$ cat src/rtl/imem_loader.sv
// rtl/imem_loader.sv - encodes MIPS instruction fields into words and streams them into an instruction memory.
// Optional macro IMEM_LOADER_CHECK_EN: invalid in_kind is flagged and dropped instead of written as zero.
module imem_loader #(
  parameter int AW   = 8,
  parameter int BASE = 0
) (
  input  logic          clk,
  input  logic          rst_n,
  input  logic          start,
  input  logic          in_valid,
  output logic          in_ready,
  input  logic [3:0]    in_kind,
  input  logic [4:0]    in_rs,
  input  logic [4:0]    in_rt,
  input  logic [4:0]    in_rd,
  input  logic [5:0]    in_funct,
  input  logic [15:0]   in_imm,
  input  logic [25:0]   in_target,
  input  logic          in_last,
  output logic          imem_we,
  input  logic          imem_ready,
  output logic [AW-1:0] imem_addr,
  output logic [31:0]   imem_wdata,
  output logic          busy,
  output logic          done,
  output logic          err,
  output logic [AW:0]   count
);

  localparam int DEPTH = 2 ** AW;
  localparam logic [AW-1:0] BASE_A = BASE[AW-1:0];
`ifdef IMEM_LOADER_CHECK_EN
  localparam bit CHECK_EN = 1'b1;
`else
  localparam bit CHECK_EN = 1'b0;
`endif

  typedef enum logic [1:0] {IDLE, LOAD, DONE} state_t;

  state_t        state;
  logic          pend_last;
  logic          last_seen;
  logic [31:0]   word;
  logic          kind_ok;
  logic          drop;
  logic          accept;
  logic          wr_done;
  logic [AW+1:0] fill;

  // imem_we doubles as the "output register full" flag.
  assign fill     = {1'b0, count} + {{(AW + 1){1'b0}}, imem_we};
  assign in_ready = (state == LOAD) && (!imem_we || imem_ready) && !last_seen
                    && (fill < (AW + 2)'(DEPTH));
  assign accept   = in_valid && in_ready;
  assign wr_done  = imem_we && imem_ready;
  assign drop     = CHECK_EN && !kind_ok;

  always_comb begin
    word    = 32'h0;
    kind_ok = 1'b1;
    case (in_kind)
      4'd0:    word = {6'b000000, in_rs, in_rt, in_rd, 5'b0, in_funct};
      4'd1:    word = {6'b100011, in_rs, in_rt, in_imm};
      4'd2:    word = {6'b101011, in_rs, in_rt, in_imm};
      4'd3:    word = {6'b000100, in_rs, in_rt, in_imm};
      4'd4:    word = {6'b001000, in_rs, in_rt, in_imm};
      4'd5:    word = {6'b000010, in_target};
      4'd6:    word = {6'b001010, in_rs, in_rt, in_imm};
      4'd7:    word = {6'b001111, 5'b0, in_rt, in_imm};
      4'd8:    word = {6'b000110, in_rs, 5'b0, in_imm};
      default: kind_ok = 1'b0;
    endcase
  end

  always_ff @(posedge clk or negedge rst_n) begin
    if (!rst_n) begin
      state      <= IDLE;
      imem_we    <= 1'b0;
      imem_addr  <= BASE_A;
      imem_wdata <= 32'h0;
      count      <= '0;
      busy       <= 1'b0;
      done       <= 1'b0;
      err        <= 1'b0;
      pend_last  <= 1'b0;
      last_seen  <= 1'b0;
    end else begin
      case (state)
        IDLE, DONE: begin
          if (start) begin
            state     <= LOAD;
            imem_we   <= 1'b0;
            imem_addr <= BASE_A;
            count     <= '0;
            err       <= 1'b0;
            pend_last <= 1'b0;
            last_seen <= 1'b0;
            busy      <= 1'b1;
            done      <= 1'b0;
          end
        end
        LOAD: begin
          if (wr_done) begin
            imem_we   <= 1'b0;
            imem_addr <= imem_addr + 1'b1;
            count     <= count + 1'b1;
          end
          // A new accept may refill the register in the same cycle it drains.
          if (accept) begin
            last_seen <= in_last;
            if (drop) begin
              err <= 1'b1;
            end else begin
              imem_we    <= 1'b1;
              imem_wdata <= word;
              pend_last  <= in_last;
            end
          end
          if ((wr_done && pend_last) || (accept && drop && in_last)) begin
            state <= DONE;
            busy  <= 1'b0;
            done  <= 1'b1;
          end else if (wr_done && count == (AW + 1)'(DEPTH - 1)) begin
            err   <= 1'b1;
            state <= DONE;
            busy  <= 1'b0;
            done  <= 1'b1;
          end
        end
        default: begin
          state <= IDLE;
          busy  <= 1'b0;
          done  <= 1'b0;
        end
      endcase
    end
  end

endmodule

$ cat config.mk
export PLATFORM = sky130hd
export DESIGN_NAME = imem_loader
export DESIGN_NICKNAME = d
export VERILOG_FILES = /design/src/rtl/imem_loader.sv
export SDC_FILE = /design/constraint.sdc
export NUM_CORES = 1
export LEC_CHECK = 0
export CAP_MARGIN = 10
export CORE_MARGIN = 3
export CORE_UTILIZATION = 38
export CTS_CLUSTER_SIZE = 24
export DETAILED_ROUTE_END_ITERATION = 7
export PLACE_DENSITY = 0.76
export SLEW_MARGIN = 20
export SYNTH_ARGS = -nofsm -noshare
export SYNTH_HDL_FRONTEND = slang
export SYNTH_SLANG_ARGS = --single-unit
$ cat constraint.sdc
create_clock -name clk -period 1.7 [get_ports clk]
set_input_delay 0.17 -clock clk [delete_from_list [all_inputs] [get_ports clk]]
set_output_delay 0.17 -clock clk [all_outputs]
set_load 0.005 [all_outputs]
==> qor.csv, run 1 <==
metric;value;unit
ys.flop_type;dfrtp_1;
initial_utilization;39.7;%
grt_antenna_before_repair;0;
hold_ws;0.389;ns
grt_max_degree;56;
cts_tree;built;
fp.dieW;93.7;µm
io_buffers;125;
numCtsBuffers;5;
share_comb_of_total_power;46.9;%
routed_wl;8180;µm
yosysSeqAreaShare;47.1;%
clock_sinks;55;
synthMuxAreaShare;6.81;%
die-area;8780;µm²
grt_overflow;0;
power.leakage;2.20;nW
placed_cell_area;4620;µm²
grt_pass1_wl;13500;µm
end_kind;register;
rsz0062_at_grt;yes;
nets;530;
swShare;29.2;%
path_class;register to register;
die_h;93.7;µm
yosys.area_share.simple;16.8;%
synth_top_area_cell;dfrtp_1;
report.final.setup_viol;33;
synth.net_count;366;
dr.pass1.iters;4;
synth_most_common_cell;dfrtp_1;
drtIter0Drc;59;
min_period;1.95;ns
synthDistinctLibCells;49;
hold_violations;0;
synth_top_family_by_area;compound AO/OA/AOI/OAI gates;
io_pins;127;
drc;0;
min_path_type;input pin to asynchronous set/reset pin;
synthArstFlopShare;100;%
synth_compound_gate_area_share;18.5;%
max_freq;514;MHz
synth_fa_ha_area_share;1.28;%
num_vias;2788;
required;1.89;ns
power.density;1200;nW/µm²
routabilityCongestion;0.816;
ant_nets;0;
synth_xor_xnor_area_share;3.60;%
synth-seq-cells;55;
grt_pass1_vias;2868;
synthTopCellsByCount;dfrtp_1, a22o_1, nand2_1, nor2_1, o21ai_0;
viasPerCell;5.03;
setup.worst_path.start_class;register;
dp_slack;-0.249;ns
htree_levels;2;
ir_drop;0.000540;V
critical_path.max_fanout;15;
synth_edf_count;0;
status;finished with violations;
power.share.sequential;36.1;%
violations;negative setup slack;
wl_per_cell;14.8;µm
clock_latency;0.30;ns
drv_cap;0;
skew;0.00465;ns
synth_top_area_share;47.1;%
intPower;4.10;mW
syn_avg_cell_area;10.1;µm²
hpwl;6410;µm
syn2layout_area_growth;65.4;%
clock_path_buffers;2;
drv_slew;0;
num_rows;31;
cp.arrival;2.13;ns
finalWorstSetupSlack;-0.247;ns
antenna_cells;0;
yosysWarningCount;0;
drive_above_1_share;18.9;%
grt_usage;19.3;%
cts_root_buf;clkbuf_8;
final_cell_area;4830;µm²
setup_tns;-6.26;ns
core;7370;µm²
path_clk_slew;0.09;ns
synth.area.top_cells;dfrtp_1, a22o_1, a22oi_1;
power.share.clock;17.0;%
syn_area;2920;µm²
power_switching;1.69;mW
postSynthCellCount;290;
utilization;65.6;%
period_share;115;%
sequential cells by signal (all words and copies together) (netlist names):
| signal | count |
|---|---|
| imem_we | 1 |
| imem_addr | 8 |
| state | 2 |
| last_seen | 1 |
| err | 1 |
| count | 9 |
| busy | 1 |
| imem_wdata | 31 |
| done | 1 |
worst max-delay path, cell delays in order (launching register included):
cell and delay, ns:
dfrtp_1 0.41, nor4b_4 0.29, nand2_1 0.12, buf_4 0.15
or3b_4 0.40, buf_12 0.17, mux2_4 0.29
metrics by stage:
stage	total power, mW	instances
CTS	5.76	551
finish	5.79	554
floorplan	3.09	290
global placement	4.65	541
global route	6.19	554
detailed placement	4.71	541
final timing paths:
kind,start,to,slack [ns],cells past startpoint
max,last_seen,imem_wdata[18],-0.25,6
min,rst_n,imem_addr[4],0.39,3
max reg2reg,last_seen,imem_wdata[18],-0.25,6
min reg2reg,imem_wdata[22],imem_wdata[22],0.51,1
max in group asynchronous,rst_n,count[6],1.06,3
min in group clk,in_last,last_seen,0.46,3
power by group through the flow:
| stage | Clock (mW) | Combinational, mW | Sequential [mW] |
|---|---|---|---|
| finish | 0.985 | 2.72 | 2.09 |
| global route | 1.08 | 2.95 | 2.16 |
| CTS | 1.02 | 2.65 | 2.09 |
| detailed placement | 0 | 2.63 | 2.08 |
| global placement | 0 | 2.56 | 2.10 |
| floorplan | 0 | 0.994 | 2.10 |
layout by cell type (no fill, tap or decap), types with 2 or more instances in the layout:
cell type / netlist / routed
a22o_1: 26 / 26
clkdlybuf4s50_1: 0 / 123
ha_2: 0 / 2
nand3b_1: 2 / 2
or3b_2: 2 / 2
and4_4: 2 / 2
xor2_1: 8 / 8
and4_1: 2 / 2
clkbuf_8: 0 / 5
buf_4: 2 / 46
dfrtp_1: 55 / 55
a21oi_1: 4 / 4
o21ai_0: 22 / 21
nor2_1: 22 / 21
nand2b_1: 5 / 5
nor3_1: 2 / 2
mux2_4: 7 / 7
xnor2_1: 4 / 4
mux2i_1: 6 / 6
and3_1: 2 / 2
inv_1: 15 / 15
a22oi_1: 16 / 16
nand4_1: 5 / 5
nand3_1: 9 / 9
bufinv_16: 0 / 2
mux2_2: 3 / 3
nand2_1: 24 / 24
buf_2: 3 / 2
buf_12: 1 / 5
per-layer routing:
layer | global-route usage, % | wire (µm) | vias up
li1 | - | - | 1369
met1 | 25.8 | 3550 | 1307
met2 | 30.8 | 3930 | 105
met3 | 6.01 | 622 | 7
met4 | 4.45 | 84 | 0
met5 | 0 | 0 | -
cell type report:
type / instances / area, µm²
clock buffer: 6 / 72.6
clock inverter: 2 / 60.1
fill: 594 / 2540
inverter: 15 / 56.3
multi-input combinational: 199 / 1440
sequential: 55 / 1380
tap: 99 / 124
timing repair buffer: 178 / 1710
what timing repair did:
| item | in CTS | in global routing |
|---|---|---|
| endpoints found under the setup margin | 36 | 37 |
| hold buffers | 1 | 0 |
| buffers inserted | 1 | 4 |
| pin swaps | 4 | 9 |
| endpoints found under the hold margin | 55 | 0 |
| resized for setup | 8 | 7 |
cell families after synthesis:
kind of cell | after synthesis
compound gates | 76
xor+xnor | 12
fa+ha+maj | 3
buf+inv | 36
flops | 55
mux | 16
other cells | 1
simple gates | 91
No activity file was read; power rests on OpenSTA's default activity.
==> run 2: changes to the inputs <==
GPL_TIMING_DRIVEN = 1   (was unset)
==> results of run 2 <==
No change in the layout: final DEF, timing and power equal those of run 1.
